===== config.mk =====
export PLATFORM = sky130hd
export DESIGN_NAME = mlp_sgd_engine
export DESIGN_NICKNAME = d
export VERILOG_FILES = /design/src/rtl/mlp_sgd_engine.sv
export SDC_FILE = /design/constraint.sdc
export NUM_CORES = 1
export LEC_CHECK = 0
export CAP_MARGIN = 20
export CORE_ASPECT_RATIO = 1.5
export CORE_UTILIZATION = 40
export CTS_BUF_LIST = sky130_fd_sc_hd__clkbuf_4
export DETAILED_ROUTE_END_ITERATION = 6
export PLACE_DENSITY = 0.59
export SLEW_MARGIN = 10
export SYNTH_ARGS = -nofsm -noshare
export SYNTH_HDL_FRONTEND = slang
export SYNTH_SLANG_ARGS = --single-unit

===== constraint.sdc =====
create_clock -name clk_i -period 14.35 [get_ports clk_i]
set_clock_uncertainty 0.1 [all_clocks]
set_input_delay 1.435 -clock clk_i [delete_from_list [all_inputs] [get_ports clk_i]]
set_output_delay 1.435 -clock clk_i [all_outputs]
set_load 0.01 [all_outputs]

===== src/rtl/mlp_sgd_engine.sv =====
// Time-multiplexed N_IN x N_HID x 1 MLP with on-chip SGD.
// One shared MAC walks the hidden layer (h outer, i inner) and then the
// output neuron; in train mode the same sequencer walks the weights again
// to apply the gradient step. Weights live in an internal register file
// with a registered readback port.
module mlp_sgd_engine #(
  parameter int N_IN     = 4,
  parameter int N_HID    = 2,
  parameter int XW       = 4,
  parameter int WW       = 8,
  parameter int HW       = 10,
  parameter int YW       = 16,
  parameter int LR_SHIFT = 4
) (
  input  logic               clk_i,
  input  logic               rst_i,
  input  logic               start_i,
  input  logic               mode_i,
  input  logic               reinit_i,
  input  logic [N_IN*XW-1:0] x_i,
  input  logic [YW-1:0]      target_i,
  input  logic [7:0]         rd_addr_i,
  output logic [WW-1:0]      rd_data_o,
  output logic [YW-1:0]      y_o,
  output logic               busy_o,
  output logic               done_o,
  output logic               sat_o
);
  localparam int NW    = N_IN * N_HID;
  localparam int IB    = (N_IN  > 1) ? $clog2(N_IN)  : 1;
  localparam int HB    = (N_HID > 1) ? $clog2(N_HID) : 1;
  localparam int WB    = (NW    > 1) ? $clog2(NW)    : 1;
  localparam int ACC_W = 40;
  localparam logic signed [ACC_W-1:0] W_MAX = ACC_W'((1 << (WW-1)) - 1);
  localparam logic signed [ACC_W-1:0] W_MIN = ~W_MAX;
  localparam logic signed [ACC_W-1:0] Y_MAX = ACC_W'((1 << (YW-1)) - 1);
  localparam logic signed [ACC_W-1:0] Y_MIN = ~Y_MAX;
  localparam logic signed [ACC_W-1:0] H_MAX = ACC_W'((1 << HW) - 1);
  localparam logic [IB-1:0] LAST_I = IB'(N_IN - 1);
  localparam logic [HB-1:0] LAST_H = HB'(N_HID - 1);

  typedef enum logic [2:0] {
    S_IDLE, S_FWD_HID, S_FWD_OUT, S_ERR, S_BWD_HID, S_BWD_OUT, S_DONE
  } state_t;

  state_t state_q, state_d;
  logic [IB-1:0] i_q, i_d;
  logic [HB-1:0] h_q, h_d;
  logic mode_q, sat_q;
  logic [XW-1:0] x_q [N_IN];
  logic [HW-1:0] hv_q [N_HID];
  logic signed [YW-1:0] target_q, y_q;
  logic signed [WW-1:0] e_q;
  logic signed [WW-1:0] w_q [NW];
  logic signed [WW-1:0] v_q [N_HID];
  logic signed [ACC_W-1:0] acc_q;
  logic [WW-1:0] rd_q, rd_d;

  logic [WB-1:0] widx;
  logic last_i, last_h, init_w, first;
  logic signed [WW-1:0] w_cur, v_cur;
  logic signed [ACC_W-1:0] x_ext, hv_ext, w_ext, v_ext, e_ext;
  logic signed [ACC_W-1:0] mac_a, mac_b, prod, acc_sum, diff, w_new, v_new;

  function automatic logic signed [WW-1:0] sat_w(input logic signed [ACC_W-1:0] a);
    if (a > W_MAX)      sat_w = W_MAX[WW-1:0];
    else if (a < W_MIN) sat_w = W_MIN[WW-1:0];
    else                sat_w = a[WW-1:0];
  endfunction

  function automatic logic ovf_w(input logic signed [ACC_W-1:0] a);
    ovf_w = (a > W_MAX) || (a < W_MIN);
  endfunction

  function automatic logic signed [YW-1:0] sat_y(input logic signed [ACC_W-1:0] a);
    if (a > Y_MAX)      sat_y = Y_MAX[YW-1:0];
    else if (a < Y_MIN) sat_y = Y_MIN[YW-1:0];
    else                sat_y = a[YW-1:0];
  endfunction

  function automatic logic ovf_y(input logic signed [ACC_W-1:0] a);
    ovf_y = (a > Y_MAX) || (a < Y_MIN);
  endfunction

  // ReLU plus upper clamp; only the upper clamp is a saturation event,
  // zeroing a negative sum is ordinary activation behaviour.
  function automatic logic [HW-1:0] clamp_h(input logic signed [ACC_W-1:0] a);
    if (a > H_MAX)             clamp_h = H_MAX[HW-1:0];
    else if (a < $signed(ACC_W'(0))) clamp_h = '0;
    else                       clamp_h = a[HW-1:0];
  endfunction

  assign last_i = (i_q == LAST_I);
  assign last_h = (h_q == LAST_H);
  assign widx   = WB'(int'(h_q) * N_IN + int'(i_q));
  assign init_w = rst_i || (state_q == S_IDLE && reinit_i && !start_i);

  // Operand selection for the shared MAC and the gradient-step arithmetic.
  always_comb begin
    w_cur   = w_q[widx];
    v_cur   = v_q[h_q];
    x_ext   = ACC_W'(x_q[i_q]);
    hv_ext  = ACC_W'(hv_q[h_q]);
    w_ext   = ACC_W'(w_cur);
    v_ext   = ACC_W'(v_cur);
    e_ext   = ACC_W'(e_q);
    first   = (state_q == S_FWD_HID) ? (i_q == '0) : (h_q == '0);
    mac_a   = (state_q == S_FWD_HID) ? x_ext : hv_ext;
    mac_b   = (state_q == S_FWD_HID) ? w_ext : v_ext;
    prod    = mac_a * mac_b;
    acc_sum = (first ? '0 : acc_q) + prod;
    diff    = ACC_W'(y_q) - ACC_W'(target_q);
    w_new   = w_ext - ((e_ext * v_ext * x_ext) >>> LR_SHIFT);
    v_new   = v_ext - ((e_ext * hv_ext) >>> LR_SHIFT);
  end

  // Sequencer next state: walks (h,i) for weight passes, h for output passes.
  always_comb begin
    state_d = state_q;
    i_d     = i_q;
    h_d     = h_q;
    case (state_q)
      S_IDLE: if (start_i) begin
        state_d = S_FWD_HID;
        i_d     = '0;
        h_d     = '0;
      end
      S_FWD_HID, S_BWD_HID: begin
        if (last_i) begin
          i_d = '0;
          if (last_h) begin
            h_d     = '0;
            state_d = (state_q == S_FWD_HID) ? S_FWD_OUT : S_BWD_OUT;
          end else begin
            h_d = h_q + 1'b1;
          end
        end else begin
          i_d = i_q + 1'b1;
        end
      end
      S_FWD_OUT: if (last_h) begin
        h_d     = '0;
        state_d = mode_q ? S_ERR : S_DONE;
      end else begin
        h_d = h_q + 1'b1;
      end
      S_ERR: state_d = S_BWD_HID;
      S_BWD_OUT: if (last_h) begin
        h_d     = '0;
        state_d = S_DONE;
      end else begin
        h_d = h_q + 1'b1;
      end
      S_DONE:  state_d = S_IDLE;
      default: state_d = S_IDLE;
    endcase
  end

  // Readback mux: hidden weights first, then output weights, then zero.
  always_comb begin
    rd_d = '0;
    if (int'(rd_addr_i) < NW)              rd_d = w_q[WB'(rd_addr_i)];
    else if (int'(rd_addr_i) < NW + N_HID) rd_d = v_q[HB'(int'(rd_addr_i) - NW)];
  end

  // State register and sequencer counters.
  always_ff @(posedge clk_i) begin
    if (rst_i) begin
      state_q <= S_IDLE;
      i_q     <= '0;
      h_q     <= '0;
    end else begin
      state_q <= state_d;
      i_q     <= i_d;
      h_q     <= h_d;
    end
  end

  // Sample capture, forward accumulation, error and sticky saturation flag.
  always_ff @(posedge clk_i) begin
    if (rst_i) begin
      mode_q   <= 1'b0;
      sat_q    <= 1'b0;
      target_q <= '0;
      y_q      <= '0;
      e_q      <= '0;
      acc_q    <= '0;
      rd_q     <= '0;
      for (int i = 0; i < N_IN; i++)  x_q[i]  <= '0;
      for (int h = 0; h < N_HID; h++) hv_q[h] <= '0;
    end else begin
      rd_q <= rd_d;
      case (state_q)
        S_IDLE: if (start_i) begin
          mode_q   <= mode_i;
          target_q <= target_i;
          sat_q    <= 1'b0;
          for (int i = 0; i < N_IN; i++) x_q[i] <= x_i[i*XW +: XW];
        end
        S_FWD_HID: begin
          acc_q <= acc_sum;
          if (last_i) begin
            hv_q[h_q] <= clamp_h(acc_sum);
            if (acc_sum > H_MAX) sat_q <= 1'b1;
          end
        end
        S_FWD_OUT: begin
          acc_q <= acc_sum;
          if (last_h) begin
            y_q <= sat_y(acc_sum);
            if (ovf_y(acc_sum)) sat_q <= 1'b1;
          end
        end
        S_ERR: begin
          e_q <= sat_w(diff);
          if (ovf_w(diff)) sat_q <= 1'b1;
        end
        S_BWD_HID: if (hv_q[h_q] != '0 && ovf_w(w_new)) sat_q <= 1'b1;
        S_BWD_OUT: if (ovf_w(v_new)) sat_q <= 1'b1;
        default: ;
      endcase
    end
  end

  // Weight file: init on reset/reinit, gradient step during backward passes.
  always_ff @(posedge clk_i) begin
    if (init_w) begin
      for (int h = 0; h < N_HID; h++) begin
        v_q[h] <= WW'(h + 1);
        for (int i = 0; i < N_IN; i++) w_q[h*N_IN + i] <= WW'(i + 1);
      end
    end else if (state_q == S_BWD_HID && hv_q[h_q] != '0) begin
      w_q[widx] <= sat_w(w_new);
    end else if (state_q == S_BWD_OUT) begin
      v_q[h_q] <= sat_w(v_new);
    end
  end

  assign rd_data_o = rd_q;
  assign y_o       = y_q;
  assign sat_o     = sat_q;
  assign busy_o    = (state_q != S_IDLE);
  assign done_o    = (state_q == S_DONE);
endmodule


# [Word level (Yosys, flattened, before mapping)]
# Memories as Yosys holds them, arrays and structs flattened. A register that Yosys moved wholly into a read port is not among the register bits.
# Cells that the tools add are included.
[totals] register_bits=96 ramBits=116 input_bits=45 out_inout_bits=27 word_cells=175 n_memories=4
[op_classes] addsub=8 mul=4 order_cmp=12 eq_ne=18 mux=85 bitwise_logic=5 n_reduce_logical=29
[memory_table] name="w_q" depth=8 word_bits=8 rd=2 rd_ports_with_merged_regs=0 wr=8 line_no="54" rtl="logic signed [WW-1:0] w_q [NW];"
[memory_table] name="hv_q" depth=2 word_bits=10 rd=1 rd_ports_with_merged_regs=1 wr=2 line_no="51" rtl="logic [HW-1:0] hv_q [N_HID];"
[memory_table] name="v_q" depth=2 word_bits=8 rd=2 rd_ports_with_merged_regs=1 wr=2 line_no="55" rtl="logic signed [WW-1:0] v_q [N_HID];"
[memory_table] name="x_q" depth=4 word_bits=4 rd=1 rd_ports_with_merged_regs=1 wr=4 line_no="50" rtl="logic [XW-1:0] x_q [N_IN];"
[op_table] operator="8-bit 2-to-1 mux" count=15
[op_table] operator="40-bit 2-to-1 mux" count=2
[op_table] operator="10-bit 2-to-1 mux" count=7
[op_table] operator="40-bit adder" count=1
[op_table] operator="40-bit by 11-bit > comparator with 1-bit output, second input constant" count=1
[op_table] operator="40-bit by 16-bit > comparator with 1-bit output, second input constant" count=1
[op_table] operator="40-bit by 1-bit less-than comparator with 1-bit output, second input constant" count=1
[op_table] operator="40-bit by 16-bit less-than comparator with 1-bit output, second input constant" count=1
[op_table] operator="11-bit by 40-bit multiplier with 40-bit output" count=1
[op_table] operator="1-bit 2-to-1 mux" count=39
[op_table] operator="16-bit 2-to-1 mux" count=2
[op_table] operator="3-bit 2-to-1 mux" count=8
[op_table] operator="16-bit by 5-bit multiplier with 21-bit output" count=1
[op_table] operator="2-bit != test, second input constant" count=10
[op_table] operator="8-bit by 11-bit multiplier with 19-bit output" count=1
[op_table] operator="18-bit by 8-bit > comparator with 1-bit output, second input constant" count=1
[op_table] operator="18-bit by 8-bit less-than comparator with 1-bit output, second input constant" count=1
[op_table] operator="8-bit by 17-bit subtractor with 18-bit output" count=1
[op_table] operator="17-bit by 8-bit > comparator with 1-bit output, second input constant" count=1
[op_table] operator="17-bit by 8-bit less-than comparator with 1-bit output, second input constant" count=1
[op_table] operator="16-bit by 16-bit subtractor with 17-bit output" count=1
[op_table] operator="16-bit by 8-bit > comparator with 1-bit output, second input constant" count=1
[op_table] operator="16-bit by 8-bit less-than comparator with 1-bit output, second input constant" count=1
[op_table] operator="8-bit by 4-bit less-than comparator with 1-bit output, second input constant" count=2
[op_table] operator="35 further kinds" count=60

# [Depth between registers and ports, before layout]
# An unclocked memory read counts as a cell.
[logic_depth] depth_word=12 depth_mapped=51 mapped_depth_nobuf=48

# [Least setup slack after synthesis]
# No wires, ideal clock.
[synth_path] kind="register to register" from="register (tool-made name)" to="memory w_q[3][2], data pin" setup_ns=0.276 arrival_time_ns=10.517 t_required_ns=13.974 path_slack_ns=3.457 stages_incl_launch_ff=47 path_buffers=3 synth_period_minus_slack_ns=10.893 path_cell_list="dfxtp_1 clkbuf_1 clkbuf_1 clkbuf_1 mux2i_1 clkinv_1 and2_1 fa_1 inv_1 fa_1 inv_1 ha_1 inv_1 fa_1 inv_1 ha_1 a21o_1 a21oi_1 (+11 left out) inv_1 ha_1 nand3_1 nand2_1 a41o_1 o41ai_2 nor2_1 a2111oi_2 xnor3_1 ha_1 nor2_1 a21oi_1 nand3_1 nor3_1 o2111ai_1 o41a_1 a21oi_1 nand3_1"
[synth_rtl] element="end: declaration" line_no="54"

==> results.toml <==
[logic_synthesis]
ys_seq_elements = 215
netlist_area_mm2 = 0.0277
ys_types = 99
seq_area_frac_synth = 0.198
synth-edff-count = 116
ys_async_sr_fraction = 0
syn_inst = 3085
avgSynthCellArea_um2 = 8.97
ys_warn_count = 0
synth-main-ff-cell = "edfxtp_1"
syn_nets = 3684

[place]
dp.final_hpwl_mm = 60.3
place_ws_ns = 2.71
place_area_mm2 = 0.0293
place_congestion = 0.896
port_buffers = 71

[grt]
grt_max_degree = 47
grt_overflow = 0
grt_first_pass_wirelength_mm = 122
grt_pass1_vias = 22573
antenna_found_initial = 3
gr-usage-all-layers = 0.223

[status]
violations = "DRC"
outcome = "complete, but fails checks"

[routing]
drc = 3
wl_per_cell_um = 18.6
drt_iter0_drc = 1004
vias_per_cell = 5.32
dr.pass1.iters = 7
routed_wl_mm = 76.1
vias = 21733
antenna_left = 0

[min_path]
hp-start = "acc_q[15]$_SDFFE_PP0P_"
hold_class = "flop to flop"

[timing]
setup_tns_ns = 0
fin_crit_ns = 11.76
fin_crit_sh = 0.820
whs_ns = 0.349
setup_viol = 0
final_max_slew_viol_count = 0
setup_ws_ns = 2.59
hold_violations = 0
worstMarginPinSlew_ns = 1.10
fmax_ghz = 0.0850
slew_headroom = 0.257
rsz0062_at_grt = "false"

[run]
max-cap-violations = 0

[die]
io_pins = 72
dieHeight_um = 324
num_rows = 117
core-area_mm2 = 0.0682
dieArea_mm2 = 0.0703
die_x_um = 217
start_util = 0.406

[setup_path]
cp_common_cell = "inv_1"
arrival_ns = 12.33
worst_ep_required_time_ns = 14.92
cp-end-kind = "flop"
cpPeakStageDelay_ns = 0.90
critPathMaxFanout = 24
crit_type = "flop to flop"
crit_path_top_delay_cell = "o41ai_2"
start_kind = "flop"

[clock_tree]
post_cts_buffers = 0
clk_latency_ns = 0.84
holdBufCountCts = 0
ctsResizeCount = 0
numCtsBuffers = 58
path_clk_slew_ns = 0.07
clock-root-buffer = "clkbuf_4"
clockBufferDepth = 3
clock_sinks = 215
cts_tree = "done"
htree_levels = 2

[power_and_ir_drop]
p_leak_nw = 13.5
powerDensity_mw_per_mm2 = 128
ir_worst_vdd_uv = 120
power_w = 0.00384

[layout]
area_delta_synth_final_pct = 8.67
layout.nets = 3742
n_fill_cell = 6914
design_area_mm2 = 0.0301
drive_gt1_frac = 0.0777
==> sequential cells by signal (all words and copies together) (netlist names), named ones only <==
signal     count
e_q            8
mode_q         1
h_q            1
acc_q         40
target_q      16
rd_data_o      8
sat_o          1
i_q            2
x_q           16
hv_q          20
v_q           16
state_q        3
w_q           64
y_o           16
==> placed cells by master (no fill, tap or decap), types with 8 or more instances in the layout <==
master / instances
a211oi_1: 22
a211oi_2: 10
a21o_1: 37
a21oi_1: 145
a22oi_1: 12
a31oi_1: 21
and2_1: 122
and3_1: 21
buf_4: 34
clkbuf_4: 82
clkdlybuf4s50_1: 70
clkinv_1: 22
dfxtp_1: 99
edfxtp_1: 116
fa_1: 321
ha_1: 232
inv_1: 486
mux2_2: 35
mux2i_1: 32
mux4_2: 29
nand2_1: 259
nand2b_1: 36
nand3_1: 51
nand4_1: 18
nor2_1: 324
nor2b_1: 46
nor3_1: 47
nor4_1: 12
o211ai_1: 14
o21a_1: 42
o21ai_0: 79
o21ai_1: 8
o21bai_1: 9
or2_2: 20
or3_1: 23
xnor2_1: 59
xor2_1: 37
==> final timing paths <==
kind	endpoint	slack, ns	cells after the start
max	w_q[4][4]$_SDFFCE_PN0P_	2.59	43
min	acc_q[15]$_SDFFE_PP0P_	0.35	2
max reg2reg	w_q[4][4]$_SDFFCE_PN0P_	2.59	43
min reg2reg	acc_q[15]$_SDFFE_PP0P_	0.35	2
==> cells in the mapped netlist, drive strengths merged (8+ instances only) <==
library cell,number,area (µm²)
and3,21,131
a2111oi,8,96.3
nand3,51,255
clkbuf,91,343
mux4,29,653
nand2b,36,225
nand2,259,972
fa,322,6450
nand4,18,113
nor3,49,250
o211ai,14,105
a211oi,32,290
a31oi,22,144
dfxtp,99,1980
mux2i,32,320
xnor2,59,517
and2,126,788
nor2b,46,288
inv,487,1830
nor2,324,1220
a21o,37,278
ha,232,2900
a22oi,12,90.1
edfxtp,116,3480
o21bai,9,67.6
nor4b,8,85.1
a21oi,147,739
or2,22,138
o21ai,90,458
o31ai,11,103
or3,23,144
buf,15,83.8
o21a,42,315
xor2,37,324
nor4,12,75.1
mux2,35,394
==> power breakdown <==
part	switching, W	internal [W]	total [W]	leakage [nW]
Combinational	0.00162	0.000916	0.00254	11.0
Sequential	0.0000292	0.000710	0.000740	1.99
Clock	0.000294	0.000266	0.000560	0.431
==> critical path: cells and delay by family, from the launching register on <==
kind	cells	cell delay (ns)
flops	1	0.32
buf+inv	8	1.22
simple gates	11	1.72
xor+xnor	2	0.57
mux	1	0.59
fa+ha+maj	10	3.83
compound gates	11	3.24
==> per-layer routing <==
metal	share of wire	routed length, µm	global-route usage	up-vias
met3	0.034	2590	0.0247	178
met1	0.39	29600	0.249	10696
met5	0.00017	13	0	-
met2	0.53	40200	0.417	434
met4	0.048	3620	0.107	2
li1	-	-	-	10423
==> final cells by class <==
| class | count | area [µm²] | area share |
|---|---|---|---|
| Clock buffer | 82 | 616 | 0.0205 |
| Timing Repair Buffer | 104 | 956 | 0.0318 |
| Antenna cell | 1 | 2.50 | 0.0000832 |
| Multi-Input combinational cell | 2276 | 20000 | 0.664 |
| Inverter | 488 | 1830 | 0.0609 |
| Clock inverter | 27 | 119 | 0.00395 |
| Sequential cell | 215 | 5470 | 0.182 |
| Tap cell | 892 | 1120 | 0.0371 |
==> stage by stage <==
stage	cells	util
2_1_floorplan	3085	-
3_3_place_gp	3975	0.430
3_5_place_dp	3975	0.430
4_1_cts	4084	0.441
5_1_grt	4085	0.441
6_report	4085	0.441
==> cells by family (layout without fill, tap and decap cells) <==
group	Yosys count	count (layout)	share of synthesized area
buffers and inverters	594	701	0.0816
AOI/OAI and AO/OA	502	502	0.123
DFF	215	215	0.198
muxes	96	96	0.0494
other	0	1	0
and+or+nand+nor	1027	1027	0.179
xor gates and xnor gates	97	97	0.0312
adders and majority gates	554	554	0.338
No activity file was read; power rests on OpenSTA's default activity.
